--- src/rtl/mips_pkg.sv ---
// Shared definitions for the multi-cycle MIPS control path: state encoding,
// instruction field constants, ALU operation codes and datapath mux selects.
package mips_pkg;

    typedef enum logic [3:0] {
        S_IDLE   = 4'd0,
        S_FETCH  = 4'd1,
        S_DECODE = 4'd2,
        S_MEMADR = 4'd3,
        S_MEMRD  = 4'd4,
        S_MEMWB  = 4'd5,
        S_MEMWR  = 4'd6,
        S_RTYPE  = 4'd7,
        S_RWB    = 4'd8,
        S_BRANCH = 4'd9,
        S_JUMP   = 4'd10,
        S_ADDIEX = 4'd11,
        S_ADDIWB = 4'd12,
        S_HALT   = 4'd13
    } state_t;

    localparam logic [5:0] OP_RTYPE = 6'b000000;
    localparam logic [5:0] OP_LW    = 6'b100011;
    localparam logic [5:0] OP_SW    = 6'b101011;
    localparam logic [5:0] OP_BEQ   = 6'b000100;
    localparam logic [5:0] OP_J     = 6'b000010;
    localparam logic [5:0] OP_ADDI  = 6'b001000;

    localparam logic [5:0] FN_ADD = 6'b100000;
    localparam logic [5:0] FN_SUB = 6'b100010;
    localparam logic [5:0] FN_AND = 6'b100100;
    localparam logic [5:0] FN_OR  = 6'b100101;
    localparam logic [5:0] FN_SLT = 6'b101010;

    localparam logic [2:0] ALU_AND = 3'b000;
    localparam logic [2:0] ALU_OR  = 3'b001;
    localparam logic [2:0] ALU_ADD = 3'b010;
    localparam logic [2:0] ALU_SUB = 3'b110;
    localparam logic [2:0] ALU_SLT = 3'b111;

    localparam logic [1:0] SRCB_RT     = 2'd0;
    localparam logic [1:0] SRCB_FOUR   = 2'd1;
    localparam logic [1:0] SRCB_IMM    = 2'd2;
    localparam logic [1:0] SRCB_IMM_SH = 2'd3;

    localparam logic [1:0] PC_SRC_ALU    = 2'd0;
    localparam logic [1:0] PC_SRC_ALUOUT = 2'd1;
    localparam logic [1:0] PC_SRC_JUMP   = 2'd2;

endpackage

--- src/rtl/alu_decode.sv ---
// R-type function-field decoder: maps funct to an ALU operation code and
// flags whether the funct is one the datapath supports.
module alu_decode
    import mips_pkg::*;
(
    input  logic [5:0] funct,
    output logic [2:0] alu_ctrl,
    output logic       legal
);

    always_comb begin
        alu_ctrl = ALU_ADD;
        legal    = 1'b1;
        case (funct)
            FN_ADD:  alu_ctrl = ALU_ADD;
            FN_SUB:  alu_ctrl = ALU_SUB;
            FN_AND:  alu_ctrl = ALU_AND;
            FN_OR:   alu_ctrl = ALU_OR;
            FN_SLT:  alu_ctrl = ALU_SLT;
            default: legal    = 1'b0;
        endcase
    end

endmodule

--- src/rtl/multicycle_control.sv ---
// Multi-cycle control FSM for the shared MIPS datapath: sequences fetch,
// decode, execute, memory and write-back, and counts fetched instructions.
module multicycle_control
    import mips_pkg::*;
#(
    parameter int CNT_W = 32
)
(
    input  logic             clk,
    input  logic             rst,
    input  logic             run,
    input  logic [5:0]       opcode,
    input  logic [5:0]       funct,
    input  logic             zero,
    output logic             pc_en,
    output logic             iord,
    output logic             mem_write,
    output logic             ir_write,
    output logic             reg_dst,
    output logic             mem_to_reg,
    output logic             reg_write,
    output logic             alu_src_a,
    output logic [1:0]       alu_src_b,
    output logic [2:0]       alu_ctrl,
    output logic [1:0]       pc_src,
    output logic             halted,
    output logic [CNT_W-1:0] retired
);

    state_t           state_reg;
    state_t           state_next;
    logic             is_store_reg;
    logic [CNT_W-1:0] retired_reg;
    logic [2:0]       rtype_alu_ctrl;
    logic             funct_legal;

    alu_decode u_alu_decode (
        .funct    (funct),
        .alu_ctrl (rtype_alu_ctrl),
        .legal    (funct_legal)
    );

    // The opcode is only trusted in DECODE, so the lw/sw choice is kept here
    // for the MEMADR branch a cycle later.
    always_ff @(posedge clk or posedge rst) begin
        if (rst) begin
            state_reg    <= S_IDLE;
            is_store_reg <= 1'b0;
            retired_reg  <= '0;
        end else begin
            state_reg <= state_next;
            if (state_reg == S_DECODE) begin
                is_store_reg <= (opcode == OP_SW);
            end
            if (state_reg == S_FETCH) begin
                retired_reg <= retired_reg + CNT_W'(1);
            end
        end
    end

    always_comb begin
        state_next = state_reg;
        case (state_reg)
            S_IDLE:   if (run) state_next = S_FETCH;
            S_FETCH:  state_next = S_DECODE;
            S_DECODE: begin
                case (opcode)
                    OP_LW, OP_SW: state_next = S_MEMADR;
                    OP_RTYPE:     state_next = S_RTYPE;
                    OP_BEQ:       state_next = S_BRANCH;
                    OP_J:         state_next = S_JUMP;
                    OP_ADDI:      state_next = S_ADDIEX;
                    default:      state_next = S_HALT;
                endcase
            end
            S_MEMADR: state_next = is_store_reg ? S_MEMWR : S_MEMRD;
            S_MEMRD:  state_next = S_MEMWB;
            S_RTYPE:  state_next = funct_legal ? S_RWB : S_HALT;
            S_ADDIEX: state_next = S_ADDIWB;
            S_MEMWB, S_MEMWR, S_RWB, S_BRANCH, S_JUMP, S_ADDIWB:
                      state_next = run ? S_FETCH : S_IDLE;
            S_HALT:   state_next = S_HALT;
            default:  state_next = S_IDLE;
        endcase
    end

    always_comb begin
        pc_en      = 1'b0;
        iord       = 1'b0;
        mem_write  = 1'b0;
        ir_write   = 1'b0;
        reg_dst    = 1'b0;
        mem_to_reg = 1'b0;
        reg_write  = 1'b0;
        alu_src_a  = 1'b0;
        alu_src_b  = SRCB_RT;
        alu_ctrl   = ALU_AND;
        pc_src     = PC_SRC_ALU;
        halted     = 1'b0;
        case (state_reg)
            S_FETCH: begin
                ir_write  = 1'b1;
                alu_src_b = SRCB_FOUR;
                alu_ctrl  = ALU_ADD;
                pc_src    = PC_SRC_ALU;
                pc_en     = 1'b1;
            end
            S_DECODE: begin
                alu_src_b = SRCB_IMM_SH;
                alu_ctrl  = ALU_ADD;
            end
            S_MEMADR, S_ADDIEX: begin
                alu_src_a = 1'b1;
                alu_src_b = SRCB_IMM;
                alu_ctrl  = ALU_ADD;
            end
            S_MEMRD: iord = 1'b1;
            S_MEMWR: begin
                iord      = 1'b1;
                mem_write = 1'b1;
            end
            S_MEMWB: begin
                mem_to_reg = 1'b1;
                reg_write  = 1'b1;
            end
            S_RTYPE: begin
                alu_src_a = 1'b1;
                alu_ctrl  = rtype_alu_ctrl;
            end
            S_RWB: begin
                reg_dst   = 1'b1;
                reg_write = 1'b1;
            end
            S_ADDIWB: reg_write = 1'b1;
            // Branch resolves combinationally on the ALU zero flag.
            S_BRANCH: begin
                alu_src_a = 1'b1;
                alu_ctrl  = ALU_SUB;
                pc_src    = PC_SRC_ALUOUT;
                pc_en     = zero;
            end
            S_JUMP: begin
                pc_src = PC_SRC_JUMP;
                pc_en  = 1'b1;
            end
            S_HALT: halted = 1'b1;
            default: ;
        endcase
    end

    assign retired = retired_reg;

endmodule
--- config.mk ---
export PLATFORM = sky130hd
export DESIGN_NAME = multicycle_control
export DESIGN_NICKNAME = d
export VERILOG_FILES = /design/src/rtl/mips_pkg.sv /design/src/rtl/alu_decode.sv /design/src/rtl/multicycle_control.sv
export SDC_FILE = /design/constraint.sdc
export NUM_CORES = 1
export LEC_CHECK = 0
export ABC_AREA = 1
export BUFFER_PORTS_ARGS = -buffer_cell sky130_fd_sc_hd__buf_4
export CAP_MARGIN = 25
export CORE_ASPECT_RATIO = 1.2
export CORE_UTILIZATION = 47
export DETAILED_ROUTE_END_ITERATION = 12
export MAX_ROUTING_LAYER = met4
export PLACE_DENSITY = 0.75
export SETUP_SLACK_MARGIN = 0.4
export SLEW_MARGIN = 30
export SYNTH_ARGS = -nofsm -noshare
export SYNTH_HDL_FRONTEND = slang
export SYNTH_SLANG_ARGS = --single-unit
--- constraint.sdc ---
create_clock -name clk -period 1.37 [get_ports clk]
set_input_delay 0.274 -clock clk [delete_from_list [all_inputs] [get_ports clk]]
set_output_delay 0.274 -clock clk [all_outputs]
set_load 0.01 [all_outputs]
==> results of run 1 <==
[cells in the mapped netlist, drive strengths merged]
library cell and instances:
a21oi 4, and2 1, buf 1, dfrtp 37, ha 1, inv 55
nand2 78, nand3 31, nand3b 4, nand4 13, nor2 48, nor3 8
nor3b 1, o2111ai 1, o21ai 1, o21bai 1, o31ai 1, xnor2 10
xor2 17
[repair_timing]
item,CTS
setup buffers,35
gates resized for setup,111
endpoints found under the hold margin,16
endpoints found under the setup margin,85
pin swaps,30
[layer usage]
layer / overflow / GRT usage (%)
met5: - / -
met4: 69 / 101
met3: 0 / 49.0
met2: 195 / 115
met1: 1 / 81.0
[per-stage QoR]
step / std cells / cell area, µm² / setup WS [ps] / hold slack (ps)
detailed placement: 485 / 3510 / -144 / 293
floorplan: 313 / 2560 / -58.8 / 234
CTS: 528 / 4300 / -359 / -16.5
global placement: 485 / 3510 / -111 / 289
[logic make-up after synthesis]
| kind of cell | Yosys count | synth area share, % |
|---|---|---|
| AOI/OAI and AO/OA | 8 | 2.09 |
| xor gates and xnor gates | 27 | 10.1 |
| and+or+nand+nor | 184 | 38.4 |
| DFF | 37 | 39.6 |
| adders and majority gates | 1 | 0.535 |
| buffers and inverters | 56 | 9.30 |
==> impl_metrics.toml, run 1 <==
[yosys]
yosys.area.top_type = "dfrtp_1"
synth.distinct_cells = 27
syn_nets = 330
yosys_warnings = 0
avgSynthCellArea_um2 = 7.48
syn_area_um2 = 2340
synth_cells = 313
yosysSeqAreaShare_pct = 39.6
synth_top_area_share_pct = 39.6
ys_top_cells_by_area = "dfrtp_1 40%, nand2_1 12%, inv_1 8.8%"
ys_seq_elements = 37

[floorplanning]
die_h_um = 79.3
dieWidth_um = 66.4
floorplan.initialDensity_pct = 49.8
row_count = 27
io_pins = 64

[placement]
gp_congestion = 0.859
portBuffers = 63
dp_hpwl_um = 5180

[cts]
htree_levels = 2
clkSinkCount = 37
clock_path_buffers = 2
cts_buffers = 5
cts-root-buf = "clkbuf_8"

[status]
tool.error = "[ERROR GRT-0232] Routing congestion too high. Check the congestion heatmap in the GUI."
status = "aborted with a tool error"
stop_stage = "global routing"

[global_routing]
grt-ovfl-total = 265
grt_max_degree = 22
grt_usage_pct = 87.3

[sta]
grt-worst-endpoint = "alu_ctrl[1]"
worstEpCategory = "top-level output"
==> run 2, diff against run 1 <==
--- a/config.mk
+++ b/config.mk
@@ -8,12 +8,9 @@
 export ABC_AREA = 1
 export BUFFER_PORTS_ARGS = -buffer_cell sky130_fd_sc_hd__buf_4
 export CAP_MARGIN = 25
-export CORE_ASPECT_RATIO = 1.2
-export CORE_UTILIZATION = 47
+export CORE_UTILIZATION = 40
 export DETAILED_ROUTE_END_ITERATION = 12
-export MAX_ROUTING_LAYER = met4
-export PLACE_DENSITY = 0.75
-export SETUP_SLACK_MARGIN = 0.4
+export PLACE_DENSITY_LB_ADDON = 0.15
 export SLEW_MARGIN = 30
 export SYNTH_ARGS = -nofsm -noshare
 export SYNTH_HDL_FRONTEND = slang
==> constraint.sdc (replaced) <==
create_clock -name clk -period 1.78 [get_ports clk]
set_input_delay 0.356 -clock clk [delete_from_list [all_inputs] [get_ports clk]]
set_output_delay 0.356 -clock clk [all_outputs]
set_load 0.01 [all_outputs]
==> impl_metrics.toml, run 2 <==
[sta]
rsz0062_at_grt = "yes"
finalCriticalPeriod_ps = 1790
fin_crit_sh_pct = 101
postLayoutSetupSlackWorst_ps = -10.4
finalHoldViolCount = 0
whs_ps = 175
worstMarginPinSlew_ps = 473
setup_viol = 1
relSlewSlack_pct = 68.4
clock.fmax_mhz = 559
slew_viol_final = 0
finalClockSkew_ps = 13.4

[cts]
cts_tree = "built"
insertion_delay_ps = 290
cts-root-buf = "clkbuf_8"
clkSinkCount = 37
clkTransAtPathRegs_ps = 80
holdBufCountCts = 0
clock_path_buffers = 2
cts_buffers = 5
htree_levels = 2

[placement]
dpl_cell_area_um2 = 2940
dp.cells = 453
portBuffers = 63
gp_congestion = 0.870
dp_hpwl_um = 4270

[drt]
dr_total_vias = 2237
drtIter0Drc = 122
drc = 0
finalWirelength_um = 5580
avgRoutedWirePerCell_um = 11.9
first_pass_iters = 5
viasPerCell = 4.77
postRouteAntennaNets = 0

[yosys]
synthTopCellsByCount = "76 x nand2_1, 55 x inv_1, 39 x nor2_1"
syn_nets = 330
synth_top_flop_cell = "dfrtp_1"
yosys_warnings = 0
syn_area_um2 = 2340
synth_cells = 313
synth_edf_count = 0
ys_top_cells_by_area = "dfrtp_1 40%, nand2_1 12%, inv_1 8.8%"
yosys.area.top_type = "dfrtp_1"
yosysSeqAreaShare_pct = 39.6
ys_seq_elements = 37
synth_top_area_share_pct = 39.6
yosysMostFrequentCell = "nand2_1"
synth.distinct_cells = 27
async_flop_share_pct = 100
avgSynthCellArea_um2 = 7.48

[floorplanning]
dieWidth_um = 78.5
dieArea_um2 = 6160
row_count = 27
coreArea_um2 = 5570
io_pins = 64
die_h_um = 78.5
floorplan.initialDensity_pct = 42.0

[critical_path]
cp_max_fo = 4
rrSetupSlack_ps = 130
start_kind = "flip-flop"
arrival_ps = 1430
cp_data_required_time_ps = 1420
crit_type = "flip-flop to output pin"
cp-end-kind = "output pin"

[cells_and_area]
fin_cells = 469
utilization_pct = 57.2
nFillCells = 562
final_common_cell = "buf_4"
drive_gt1_share_pct = 30.2
largest_reg_flops = 32
most-common-layout-cells = "77 x buf_4, 72 x nand2_1, 49 x inv_1"
fin_nets = 413
fin_area_um2 = 3190
area_delta_synth_final_pct = 36.3
antenna_cells = 0

[run]
cap_violations = 0

[min_path]
hold_path.class = "input port to asynchronous set/reset pin"

[status]
status = "finished with violations"
violations = "setup timing"

[global_routing]
grt_pass1_wl_um = 9500
grt_usage_pct = 19.6
grt-ovfl-total = 0
antenna_found_initial = 0
grt_pass1_vias = 2031
grt_max_degree = 38

[power]
leakagePower_nw = 1.70
power.density_nw_per_um2 = 1050
p_total_w = 0.00336
ir_drop_v = 0.000671
run 2: cell counts after synthesis:
No cell type changed its count.
run 2: repair_timing:
item | in CTS | in global routing
resized for setup | 16 | 12
pin swaps | 3 | 6
endpoints found under the setup margin | 7 | 10
cloned | 0 | 0
buffers inserted | 4 | 4
run 2: stage by stage:
stage	TNS (ps)	setup slack (ps)
finish	-10.4	-10.4
CTS	-22.8	-22.8
floorplan	0	259
detailed placement	0	35.7
global placement	0	115
global route	-221	-65.4
run 2: worst max-delay path: stages (launching register included):
cell	delay, ps
dfrtp_1	430
nor2_2	170
inv_2	70
nor2_4	100
inv_2	60
o2111ai_2	180
buf_4	140
run 2: cells by family (layout without fill, tap and decap cells):
| group | after synthesis | in the layout | share of synthesized area [%] |
|---|---|---|---|
| flops | 37 | 37 | 39.6 |
| compound gates | 8 | 8 | 2.09 |
| xor+xnor | 27 | 27 | 10.1 |
| buf+inv | 56 | 140 | 9.30 |
| fa+ha+maj | 1 | 1 | 0.535 |
| simple gates | 184 | 184 | 38.4 |
run 2: final timing paths:
kind	startpoint	end	cells past startpoint
max	state_reg[3]	alu_ctrl[1]	6
min	rst	retired[19]	3
max reg2reg	state_reg[3]	retired[21]	8
min reg2reg	is_store_reg	is_store_reg	2
max in group asynchronous	rst	state_reg[0]	3
min in group clk	opcode[3]	is_store_reg	3
run 2: final cells by class:
cell class / count / area (µm²) / share of cell area (%)
multi-input cells: 220 / 1260 / 39.7
clock inverters: 1 / 30.0 / 0.942
inverters: 55 / 211 / 6.63
well taps: 72 / 90.1 / 2.83
clock buffers: 7 / 86.3 / 2.71
repair buffers: 77 / 578 / 18.1
flip-flops and latches: 37 / 927 / 29.1
run 2: power by group:
group | internal [W] | switching, W | total [W]
combinational | 0.000697 | 0.000833 | 0.00153
sequential | 0.000954 | 0.000117 | 0.00107
clock | 0.000457 | 0.000304 | 0.000761
total | 0.00211 | 0.00125 | 0.00336
run 2: routing by layer:
metal  track usage (%)  wire (µm)  vias to the layer above
met3              3.95        212                        5
met5                 0          0                        -
met2              31.7       2680                       49
li1                  -          -                     1147
met1              26.7       2630                     1036
met4              5.00         58                        0
(Power assumes the default switching activity.)
